## config.mk

```make
export PLATFORM = sky130hd
export DESIGN_NAME = bcd_sub_serial
export DESIGN_NICKNAME = d
export VERILOG_FILES = /design/src/rtl/bcd_sub_serial.sv
export SDC_FILE = /design/constraint.sdc
export NUM_CORES = 1
export LEC_CHECK = 0
export CORE_MARGIN = 10
export CORE_UTILIZATION = 50
export DETAILED_ROUTE_END_ITERATION = 12
export PLACE_DENSITY = 0.78
export SLEW_MARGIN = 20
export SYNTH_ARGS = -nofsm -noshare
export SYNTH_HDL_FRONTEND = slang
export SYNTH_SLANG_ARGS = --single-unit
```

## constraint.sdc

```tcl
create_clock -name clk -period 4.85 [get_ports clk]
set_input_delay 0.7275 -clock clk [delete_from_list [all_inputs] [get_ports clk]]
set_output_delay 0.7275 -clock clk [all_outputs]
set_load 0.01 [all_outputs]
```

## src/rtl/bcd_sub_serial.sv

```systemverilog
`default_nettype none
// ============================================================================
//  Module   : bcd_sub_serial
//  Purpose  : Digit-serial multi-digit BCD subtractor producing the
//             sign-magnitude result of x - y - b_in. One BCD digit is handled
//             per clock, least-significant digit first. A negative raw
//             difference is turned into its magnitude by a second serial
//             tens-complement pass over the partial result.
//  Ports    : clk    - rising-edge clock
//             rst_n  - synchronous reset, active low
//             start  - operation request, sampled only while idle
//             x, y   - minuend / subtrahend, BCD, digit 0 in bits [3:0]
//             b_in   - borrow in, for chaining wider subtractions
//             busy   - high while digits are being processed
//             done   - one-cycle pulse marking z/neg/err valid
//             z      - result magnitude, BCD
//             neg    - result of x - y - b_in is negative
//             err    - an input digit was outside 0..9
//  Revision : 1.0  initial release
// ============================================================================
module bcd_sub_serial #(
  parameter int DIGITS = 4
) (
  input  logic                clk,
  input  logic                rst_n,
  input  logic                start,
  input  logic [4*DIGITS-1:0] x,
  input  logic [4*DIGITS-1:0] y,
  input  logic                b_in,
  output logic                busy,
  output logic                done,
  output logic [4*DIGITS-1:0] z,
  output logic                neg,
  output logic                err
);

  localparam int             c_W    = 4 * DIGITS;
  localparam int             c_IW   = (DIGITS > 1) ? $clog2(DIGITS) : 1;
  localparam logic [c_IW-1:0] c_LAST = c_IW'(DIGITS - 1);

  typedef enum logic [1:0] {
    S_IDLE = 2'd0,
    S_SUB  = 2'd1,
    S_FIX  = 2'd2,
    S_DONE = 2'd3
  } state_t;

  state_t          r_state;
  logic [c_W-1:0]  r_x;
  logic [c_W-1:0]  r_y;
  logic [c_W-1:0]  r_r;        // partial result, never visible on z
  logic [c_IW-1:0] r_idx;
  logic            r_borrow;
  logic            r_err_pend; // DONE entered from an invalid operand
  logic            r_busy;
  logic            r_done;
  logic [c_W-1:0]  r_z;
  logic            r_neg;
  logic            r_err;

  // --------------------------------------------------------------------------
  // Operand validity: any nibble of 10..15 is not a BCD digit.
  // --------------------------------------------------------------------------
  logic w_bad;

  always_comb begin
    w_bad = 1'b0;
    for (int i = 0; i < DIGITS; i++) begin
      if (x[4*i +: 4] > 4'd9) w_bad = 1'b1;
      if (y[4*i +: 4] > 4'd9) w_bad = 1'b1;
    end
  end

  // --------------------------------------------------------------------------
  // Shared single-digit subtract. In SUB it computes x_i - y_i - borrow; in
  // FIX the same cell computes 0 - r_i - borrow, which walks the tens
  // complement of the partial result across the digits.
  // --------------------------------------------------------------------------
  logic [3:0]     w_min;
  logic [3:0]     w_sub;
  logic [4:0]     w_d;
  logic [3:0]     w_digit;
  logic           w_bout;
  logic [c_W-1:0] w_r_next;

  always_comb begin
    w_min    = 4'd0;
    w_sub    = r_r[4*r_idx +: 4];
    if (r_state == S_SUB) begin
      w_min = r_x[4*r_idx +: 4];
      w_sub = r_y[4*r_idx +: 4];
    end
    // Range is -10..9, so bit 4 is the sign of the 5-bit two's-complement value.
    w_d     = {1'b0, w_min} - {1'b0, w_sub} - {4'd0, r_borrow};
    w_bout  = w_d[4];
    // Adding ten modulo 16 to the low nibble restores the decimal digit.
    w_digit = w_bout ? (w_d[3:0] + 4'd10) : w_d[3:0];
    w_r_next                  = r_r;
    w_r_next[4*r_idx +: 4]    = w_digit;
  end

  // --------------------------------------------------------------------------
  // Control and registered outputs. The edge that finishes the last digit
  // also loads z and raises done, so the done cycle is the DONE state cycle.
  // An invalid operand spends one DONE cycle waiting, then raises done.
  // --------------------------------------------------------------------------
  always_ff @(posedge clk) begin
    if (!rst_n) begin
      r_state    <= S_IDLE;
      r_x        <= '0;
      r_y        <= '0;
      r_r        <= '0;
      r_idx      <= '0;
      r_borrow   <= 1'b0;
      r_err_pend <= 1'b0;
      r_busy     <= 1'b0;
      r_done     <= 1'b0;
      r_z        <= '0;
      r_neg      <= 1'b0;
      r_err      <= 1'b0;
    end else begin
      case (r_state)
        S_IDLE: begin
          if (start) begin
            r_x <= x;
            r_y <= y;
            if (w_bad) begin
              r_state    <= S_DONE;
              r_err_pend <= 1'b1;
            end else begin
              r_state  <= S_SUB;
              r_busy   <= 1'b1;
              r_idx    <= '0;
              r_borrow <= b_in;
              r_r      <= '0;
            end
          end
        end

        S_SUB: begin
          r_r      <= w_r_next;
          r_borrow <= w_bout;
          if (r_idx == c_LAST) begin
            r_idx <= '0;
            if (w_bout) begin
              // Raw difference is negative: complement it in a second pass.
              r_state  <= S_FIX;
              r_borrow <= 1'b0;
            end else begin
              r_state <= S_DONE;
              r_busy  <= 1'b0;
              r_done  <= 1'b1;
              r_z     <= w_r_next;
              r_neg   <= 1'b0;
              r_err   <= 1'b0;
            end
          end else begin
            r_idx <= r_idx + 1'b1;
          end
        end

        S_FIX: begin
          r_r      <= w_r_next;
          r_borrow <= w_bout;
          if (r_idx == c_LAST) begin
            r_idx   <= '0;
            r_state <= S_DONE;
            r_busy  <= 1'b0;
            r_done  <= 1'b1;
            r_z     <= w_r_next;
            r_neg   <= 1'b1;
            r_err   <= 1'b0;
          end else begin
            r_idx <= r_idx + 1'b1;
          end
        end

        S_DONE: begin
          if (r_err_pend) begin
            // Stay one more cycle so the done pulse still falls in DONE.
            r_err_pend <= 1'b0;
            r_done     <= 1'b1;
            r_z        <= '0;
            r_neg      <= 1'b0;
            r_err      <= 1'b1;
          end else begin
            r_done  <= 1'b0;
            r_state <= S_IDLE;
          end
        end

        default: begin
          r_state <= S_IDLE;
          r_busy  <= 1'b0;
          r_done  <= 1'b0;
        end
      endcase
    end
  end

  assign busy = r_busy;
  assign done = r_done;
  assign z    = r_z;
  assign neg  = r_neg;
  assign err  = r_err;

endmodule
`default_nettype wire

```

# Yosys cells after proc, flatten, opt, wreduce, memory -nomap -nowiden
# Index checks and enable logic that the tools add are counted.
dict set report totals {
  latchBits 0
  elab_cells 109
  memories 0
  out_inout_bits 20
  rom_bits 0
  ramBits 0
  in_bits 36
  reg_bits 74
}
dict set report classes {
  order_cmp 8
  bitwise 0
  eq_ne 12
  div 0
  multipliers 0
  shifts 5
  addsub 5
  muxes 53
  reduce_logical 14
}
# operator count
set ops {}
lappend ops {{16-bit 2-to-1 mux} 6}
lappend ops {{16-bit one-hot mux with 3 select lines} 1}
lappend ops {{16-bit by 5-bit indexed part select with 4-bit output} 3}
lappend ops {{4-bit negation with 34-bit output} 1}
lappend ops {{4-bit by 34-bit variable shift with 16-bit output (first input constant)} 1}
lappend ops {{4-bit by 34-bit indexed part select with 16-bit output} 1}
lappend ops {{4-bit > comparator (second input constant)} 8}
lappend ops {{16-bit one-hot mux with 2 select lines} 1}
lappend ops {{1-bit 2-to-1 mux} 25}
lappend ops {{16-bit bitwise mux} 1}
lappend ops {{2-bit 2-to-1 mux} 8}
lappend ops {{1-bit one-hot mux with 3 select lines} 5}
lappend ops {{2-bit != test (second input constant)} 7}
lappend ops {{4-bit 2-to-1 mux} 3}
lappend ops {{3-bit AND reduction} 3}
lappend ops {{2-bit one-hot mux with 4 select lines} 1}
lappend ops {{4-bit AND reduction} 2}
lappend ops {{2-bit == test (second input constant)} 3}
lappend ops {{6-bit AND reduction} 1}
lappend ops {{3-bit nonzero test} 2}
lappend ops {{5-bit AND reduction} 1}
lappend ops {{4-bit by 4-bit subtractor with 5-bit output} 1}
lappend ops {{5-bit by 1-bit subtractor with 5-bit output} 1}
lappend ops {{4-bit adder (second input constant)} 1}
lappend ops {{9 further kinds} 10}

# Longest topological paths before layout
# Gate-level depths: netlist (run 1).
dict set report logic_depth {
  word_depth 12
  depth_mapped 18
  depth_no_buf 16
}

# Worst setup path before layout (run 1)
# OpenSTA, ideal clock, no wires.
dict set report synth_path {
  path_type {reg2reg}
  start {reg r_state[1]}
  end {reg r_z[11], in the netlist z[11]}
  setup_slack_ps 1081
  stages_incl_launch_ff 18
  arrival_time_ps 3637
  path_buffers 2
  setup_time_ps 132
  path_cell_list {dfxtp_1 inv_1 ha_1 buf_2 buf_1 mux4_2 nand2_1 nand2_1 fa_1 inv_1 fa_1 ha_1 or3b_1 nand3_1 a22oi_2 xnor2_2 a221oi_1 nor3_1}
}
dict set report synth_between {
  elab_chain_cells 11
}
# element line_no
set synth_lines {}
lappend synth_lines {{from (decl)} 48} ;# state_t r_state;
lappend synth_lines {{from (signal assigned)} 109} ;# r_state <= S_IDLE;
lappend synth_lines {{from (signal assigned)} 128} ;# r_state <= S_DONE;
lappend synth_lines {{from (signal assigned)} 131} ;# r_state <= S_SUB;
lappend synth_lines {{2-bit by 1-bit == test with 1-bit output} {89, 122}}
lappend synth_lines {{4-bit 2-to-1 mux} 89} ;# if (r_state == S_SUB) begin
lappend synth_lines {{4-bit by 4-bit subtractor with 5-bit output} 94} ;# w_d = {1'b0, w_min} - {1'b0, w_sub} - {4'd0, r_borrow};
lappend synth_lines {{5-bit by 1-bit subtractor with 5-bit output} 94}
lappend synth_lines {{4-bit adder} 97} ;# w_digit = w_bout ? (w_d[3:0] + 4'd10) : w_d[3:0];
lappend synth_lines {{4-bit 2-to-1 mux} 97}
lappend synth_lines {{4-bit by 34-bit indexed part select with 16-bit output} 99} ;# w_r_next[4*r_idx +: 4] = w_digit;
lappend synth_lines {{16-bit bitwise mux} 99}
lappend synth_lines {{16-bit 2-to-1 mux} 145} ;# if (w_bout) begin
lappend synth_lines {{16-bit 2-to-1 mux} 143} ;# if (r_idx == c_LAST) begin
lappend synth_lines {{16-bit one-hot mux with 3 select lines} 122} ;# case (r_state)
lappend synth_lines {{to (signal assigned)} 153} ;# r_z <= w_r_next;
lappend synth_lines {{to (signal assigned)} 170} ;# r_z <= w_r_next;
lappend synth_lines {{to (decl)} 57} ;# logic [c_W-1:0] r_z;
# Several ways; a longest one is shown, not always the timed one. The select of a mux whose other input is x is not followed.
# A chain may end at the register's enable or synchronous reset.

# Worst setup path in the final report (run 1)
dict set report layout_path {
  start {reg r_state[1]}
  end {reg r_z[14], in the netlist z[14]}
}
# Same word-level chain as after synthesis.

==> impl_results.md, run 1 <==
- Setup-failing EPs final: 0
- Power, Total: 0.00277 W
- Yosys reg bits: 74
- Gate power share: 0.537
- Worst reg-to-reg path cell count: 14
- Result of the run: complete, no violations
- Initial Utilization: 0.516
- Internal cell power: 0.00156 W
- Nature of the critical path startpoint: flip-flop
- Pin count of the biggest net entering global routing: 36
- Most used cells in the layout excluding fill and tap cells: 80 x sky130_fd_sc_hd__nand2_1, 74 x sky130_fd_sc_hd__dfxtp_1, 55 x sky130_fd_sc_hd__clkdlybuf4s50_1
- Part of the Yosys area used for sequential elements: 0.395
- Area grow syn2layout: 21.7%
- Number of antenna diodes: 0
- Final weighted congestion in routability-driven placement: 0.895
- Global-route wire length before repair: 15800 um
- Max Buffers Root-to-Sink: 2
- Pwr dens: 607 mW/mm^2
- Total leakage power: 1.70 nW
- Switching power: 0.00121 W
- Post-layout minimum cycle time: 4150 ps
- Sum Neg Setup Slack: 0 ps
- Avg Vias per Cell: 5.70
- Number of CTS-inserted buffers: 9
- IO Pins: 56
- Terminus of the critical flop-to-flop path: z[14]
- Total half-perimeter wirelength after legalization and detailed placement: 7140 um
- Switching power as a share of total power: 0.436
- Total via count after detailed routing: 3312
- Drt total wl: 9570 um
- Average routed wire per standard cell: 16.5 um
- Vertical die dimension: 107 um
- Die X: 107 um
- Upper clock frequency limit: 241 MHz
- Number of setup buffers added after CTS: 0
- Storage element area: 0.00148 mm^2
- Mean instance size in the synthesized netlist: 8.73 um^2
- Commonest non-fill, non-tap cell in the layout: sky130_fd_sc_hd__nand2_1
- Share of layout cells above drive strength 1: 0.0892
- Post-layout utilization of the core: 0.629
- Net count of the finished layout: 531
- Worst setup path start: r_state[1]
- Part of the total power dissipated in the clock network: 0.176
- Worst VDD drop: 0.000290 V
- Largest driver fanout on the critical path: 18
- Unique masters post-synth: 52
- Clock transition at path regs: 80 ps
- Global Route Usage Sum: 0.170
- Critical path start-end classification: reg2reg
- Endpoint kind of the worst setup timing path: flip-flop
- Final cycle utilization of the critical path: 0.856
- Worst path setup slack after routing: 696 ps
- Worst r2r src: r_state[1]
- EDFF count, synth: 0
- Slack of the worst reg-to-reg path: 700 ps
- Area of the mapped netlist: 0.00375 mm^2
- Worst Tran Pin Value: 1040 ps
- Post-synthesis instance total: 429
- Number of design rule violations left after detail routing: 0
- Arrival @ worst endpoint: 4440 ps
- Post-placement setup slack: 732 ps
- Std-Cell Rows: 31
- WP data required: 5130 ps
- Antenna violations before repair: 0
- Number of antenna-violating nets in the routed design: 0
- Tightest slew margin relative to the limit: 0.306
- Final max-slew violation count: 0
- Number of detailed-route iterations in the first pass: 4
- Area used by multi-input combinational logic: 0.00204 mm^2
- Clock tree from TritonCTS: yes
- Asr flop ratio synth: 0
- Clock Latency Late Sink: 360 ps
- Input/output buffers: 55
- Max cap viols: 0
- H-tree lvl count: 3
- Iteration-0 DRC Markers: 209
- Number of hold-slack violations in the final timing report: 0
- Endpoint of the worst hold-timing path: r_x[1]
- # hold bufs at CTS: 0
- Die Outline Area: 0.0114 mm^2
- Clock sink count: 74
- Setup repair after global routing missed its margin: no
- Area of the placeable core: 0.00725 mm^2
- Top flip-flop cell by instance count after synthesis: sky130_fd_sc_hd__dfxtp_1
- CTS root buf: sky130_fd_sc_hd__clkbuf_8
- Type of the worst min-delay path: reg2reg
- Residual overflow from global routing: 0
- Number of global-route vias before repair: 3294
- Synthesized Nets: 483
- CTS-repair resized insts: 0
- Number of warnings issued by yosys: 0
- Critical hold path startpoint: r_x[1]
- Worst-case clock skew: 6.49 ps
- Cell depth of the worst hold path: 2
- Portion of total power attributed to sequential cells: 0.287
- Fill cell instance count of the final layout: 624
==> sequential cells by signal, indices dropped and copies added (netlist names) <==
name and cells:
r_x 16, neg 1, r_idx 2, r_borrow 1, z 16, r_state 2
r_y 16, busy 1, r_r 16, r_err_pend 1, err 1, done 1
==> per-stage QoR <==
step           hold WS (ps)  cells  area, um^2
5_1_grt                 479    581        4560
6_report                458    581        4560
3_5_place_dp            447    565        4360
4_1_cts                 458    581        4560
3_3_place_gp            440    565        4360
2_1_floorplan           432    429        3750
==> final cells by class <==
type                       count  share of cell area
timing repair buffer          62               0.132
multi-input combinational    301               0.447
inverter                      29              0.0239
sequential                    74               0.325
clock buffer                  10              0.0302
clock inverter                 6              0.0143
tap                           99              0.0272
==> metal layers <==
layer | wire [um] | global-route usage
met1 | 4350 | 0.217
met2 | 4400 | 0.261
met3 | 682 | 0.0550
met4 | 141 | 0.0677
met5 | 0 | 0
==> worst max-delay path: stages, from the launching register on <==
cell and delay (ps):
sky130_fd_sc_hd__dfxtp_1 340, sky130_fd_sc_hd__inv_1 140, sky130_fd_sc_hd__ha_1 640, sky130_fd_sc_hd__mux4_2 580
sky130_fd_sc_hd__nand2_1 80, sky130_fd_sc_hd__nand2_1 60, sky130_fd_sc_hd__ha_1 280, sky130_fd_sc_hd__inv_1 50
sky130_fd_sc_hd__ha_1 410, sky130_fd_sc_hd__a21oi_2 250, sky130_fd_sc_hd__xor2_2 150, sky130_fd_sc_hd__a2111oi_4 650
sky130_fd_sc_hd__buf_4 280, sky130_fd_sc_hd__a22oi_1 80, sky130_fd_sc_hd__nor2_1 90
==> synthesized netlist by cell type, types with 9 or more instances <==
master | n | area (um^2)
sky130_fd_sc_hd__o22ai_1 | 12 | 75.1
sky130_fd_sc_hd__a22o_1 | 14 | 123
sky130_fd_sc_hd__inv_1 | 28 | 105
sky130_fd_sc_hd__nand2_1 | 80 | 300
sky130_fd_sc_hd__a21oi_1 | 44 | 220
sky130_fd_sc_hd__o21ai_0 | 15 | 75.1
sky130_fd_sc_hd__mux4_2 | 10 | 225
sky130_fd_sc_hd__ha_1 | 16 | 200
sky130_fd_sc_hd__nor2b_1 | 9 | 56.3
sky130_fd_sc_hd__dfxtp_1 | 74 | 1480
sky130_fd_sc_hd__clkbuf_1 | 14 | 52.6
sky130_fd_sc_hd__nor2_1 | 26 | 97.6
==> kinds of logic (layout without fill, tap and decap cells) <==
| group | after synthesis | after routing | share of synthesized area |
|---|---|---|---|
| AOI/OAI and AO/OA | 124 | 124 | 0.222 |
| adders and majority gates | 18 | 18 | 0.0641 |
| muxes | 14 | 14 | 0.0795 |
| DFF | 74 | 74 | 0.395 |
| xor gates and xnor gates | 5 | 5 | 0.0157 |
| buffers and inverters | 54 | 107 | 0.0598 |
| and+or+nand+nor | 140 | 140 | 0.163 |
==> power by group through the flow <==
stage | combinational [W] | clock (W) | sequential (W)
after global placement | 0.00142 | 0 | 0.000803
after floorplan | 0.00113 | 0 | 0.000777
final | 0.00149 | 0.000487 | 0.000795
after detailed placement | 0.00147 | 0 | 0.000807
after global routing | 0.00161 | 0.000518 | 0.000809
after CTS | 0.00147 | 0.000491 | 0.000795
==> how the worst max path moves through the flow <==
stage	to	slack (ps)	cells after the start
6_report	z[14]	700	14
5_1_grt	z[4]	390	14
4_1_cts	z[4]	710	14
3_5_place_dp	z[4]	730	14
3_3_place_gp	z[4]	910	14
2_1_floorplan	z[11]	1080	17
Note: power is estimated with default switching activity, not from simulation.
==> inputs of run 2 (changes only) <==
- SLEW_MARGIN: 20 -> 15
==> results of run 2 <==
Final layout, timing and power as in run 1 (identical DEF).
==> inputs of run 3 (changes only) <==
- CORE_ASPECT_RATIO: not set -> 1.75
- CTS_BUF_LIST: not set -> sky130_fd_sc_hd__clkbuf_8 sky130_fd_sc_hd__clkbuf_16
- clock period: 4.85 -> 4.5 ns (I/O delays scaled with it)
==> impl_results.md, run 3 (synthesis gave the netlist of run 1 again) <==
- Result of the run: complete, no violations
- Type of the worst min-delay path: reg2reg
- Final weighted congestion in routability-driven placement: 0.950 (+6.2%)
- Upper clock frequency limit: 257 MHz (+6.6%)
- Die Outline Area: 0.0115 mm^2 (+1.2%)
- Initial Utilization: 0.518 (+0.00143)
- Net count of the finished layout: 533 (+0.38%)
- Largest driver fanout on the critical path: 10 (-8)
- Post-layout minimum cycle time: 3900 ps (-257 ps)
- Input/output buffers: 55 (unchanged)
- Global Route Usage Sum: 0.173 (+0.00331)
- Drt total wl: 9950 um (+4.0%)
- Number of detailed-route iterations in the first pass: 5 (+1)
- CTS root buf: sky130_fd_sc_hd__clkbuf_16
- Total half-perimeter wirelength after legalization and detailed placement: 7630 um (+6.9%)
- Fraction of met1 tracks used by global routing: 0.174 (-0.0428)
- Clock transition at path regs: 60 ps (-20 ps)
- Critical path start-end classification: reg2reg
- Average routed wire per standard cell: 17.5 um (+6.0%)
- CTS-repair resized insts: 0 (unchanged)
- Worst Tran Pin Value: 1010 ps (-27.9 ps)
- Sum Neg Setup Slack: 0 ps (unchanged)
- Dominant cell type by count on the critical path: sky130_fd_sc_hd__ha_1
- Number of design rule violations left after detail routing: 0 (unchanged)
- Met2 Track Usage GR: 0.298 (+0.0379)
- Final cycle utilization of the critical path: 0.866 (+0.00943)
- Number of global-route vias before repair: 3388 (+2.9%)
- Commonest non-fill, non-tap cell in the layout: sky130_fd_sc_hd__nand2_1
- Total leakage power: 1.75 nW (+2.9%)
- Avg Vias per Cell: 5.87 (+3.0%)
- Worst VDD drop: 0.000415 V (+43%)
- Grt met3 use: 0.0590 (+0.00408)
- Cell type group with the largest total delay on the critical path: adder cells
- Number of setup buffers added after CTS: 0 (unchanged)
- Setup repair after global routing missed its margin: no
- Clock tree from TritonCTS: yes
- Vertical die dimension: 135 um (+26%)
- Final max-slew violation count: 0 (unchanged)
- Number of hold-slack violations in the final timing report: 0 (unchanged)
- Number of antenna diodes: 0 (unchanged)
- Clock sink count: 74 (unchanged)
- # hold bufs at CTS: 0 (unchanged)
- Most used cells in the layout excluding fill and tap cells: 80 x sky130_fd_sc_hd__nand2_1, 74 x sky130_fd_sc_hd__dfxtp_1, 55 x sky130_fd_sc_hd__clkdlybuf4s50_1
- Worst-case clock skew: 6.15 ps (-0.335 ps)
- Slowest stage delay, CP: 580 ps (-70 ps)
- Final hold slack: 455 ps (-3.72 ps)
- Antenna violations before repair: 0 (unchanged)
- Endpoint kind of the worst setup timing path: flip-flop
- Setup-failing EPs final: 0 (unchanged)
- Clock Latency Late Sink: 340 ps (-20 ps)
- H-tree lvl count: 3 (unchanged)
- Post-layout utilization of the core: 0.643 (+0.0142)
- Residual overflow from global routing: 0 (unchanged)
- Nature of the critical path startpoint: flip-flop
- Max cap viols: 0 (unchanged)
- Fill cell instance count of the final layout: 593 (-5.0%)
- Slowest library cell on the worst path: sky130_fd_sc_hd__a2111oi_4
- Std-Cell Rows: 41 (+32%)
- Area grow syn2layout: 24.1%
- Total via count after detailed routing: 3346 (+1.0%)
- Area of the placeable core: 0.00723 mm^2 (-0.28%)
- Tightest slew margin relative to the limit: 0.324 (+0.0186)
- Number of CTS-inserted buffers: 9 (unchanged)
- Max Buffers Root-to-Sink: 2 (unchanged)
- Critical path buffer and inverter count: 4 (+1)
- Pwr dens: 681 mW/mm^2 (+12%)
- Highest-utilization routing layer at the global route stage: met2
- Critical path cell sequence: inv_1, ha_1, buf_4, mux4_1, nand2_1, nand2_1, ha_1, inv_1, ha_1, a21oi_2, xor2_2, a2111oi_4, buf_4, a21oi_1, nor3_1
- Arrival @ worst endpoint: 4150 ps (-290 ps)
- Iteration-0 DRC Markers: 226 (+8.1%)
- Number of antenna-violating nets in the routed design: 0 (unchanged)
- Pin count of the biggest net entering global routing: 35 (-2.8%)
- Power, Total: 0.00317 W (+14%)
- Die X: 85.4 um (-20%)
- Share of layout cells above drive strength 1: 0.0930 (+0.00376)
- WP data required: 4750 ps (-380 ps)
- IO Pins: 56 (unchanged)
- Global-route wire length before repair: 16200 um (+2.3%)
-- run 3: cell count changes in the layout (fill, tap and decap cells not counted) --
cell and change:
sky130_fd_sc_hd__clkbuf_8 -10, sky130_fd_sc_hd__clkinv_4 -1, sky130_fd_sc_hd__buf_4 +2, sky130_fd_sc_hd__clkinv_2 +1, sky130_fd_sc_hd__clkinvlp_4 +1, sky130_fd_sc_hd__clkbuf_16 +9
-- run 3: worst paths after layout --
path	start	end	slack [ps]	cells past startpoint
max reg2reg	r_state[1]	z[7]	600	15
min reg2reg	r_x[12]	r_x[12]	450	2
max	r_state[1]	z[7]	600	15
min	r_x[12]	r_x[12]	450	2
-- run 3: final cells by class --
| type | instances | area [um^2] | area share |
|---|---|---|---|
| inverter | 29 | 109 | 0.0234 |
| clock buffer | 9 | 225 | 0.0484 |
| sequential | 74 | 1480 | 0.319 |
| clock inverter | 7 | 68.8 | 0.0148 |
| multi-input combinational | 301 | 2040 | 0.439 |
| timing repair buffer | 64 | 618 | 0.133 |
| tap | 86 | 108 | 0.0231 |
-- run 3: power by group --
group | switching, W | internal [W] | total (W) | leakage (nW)
Combinational | 0.000964 | 0.000655 | 0.00162 | 1.01
Sequential | 0.0000820 | 0.000762 | 0.000844 | 0.602
Clock | 0.000277 | 0.000427 | 0.000704 | 0.142
Total | 0.00132 | 0.00185 | 0.00317 | 1.75
-- run 3: per-stage QoR --
stage	instance area [um^2]	worst slack, ps	cells
after global placement	4360	787	554
after global routing	4650	336	570
after floorplan	3750	731	429
final	4650	603	570
after CTS	4650	611	570
after detailed placement	4360	622	554
-- run 3: worst min-delay path, cell delays in order, from the launching register on --
cell	delay [ps]
sky130_fd_sc_hd__dfxtp_1	310
sky130_fd_sc_hd__nand2_1	50
sky130_fd_sc_hd__a21oi_1	50
-- run 3: per-layer routing --
layer	vias up	routed length, um
li1	1621	-
met1	1590	3820
met2	111	5210
met3	24	571
met4	0	345
met5	-	0
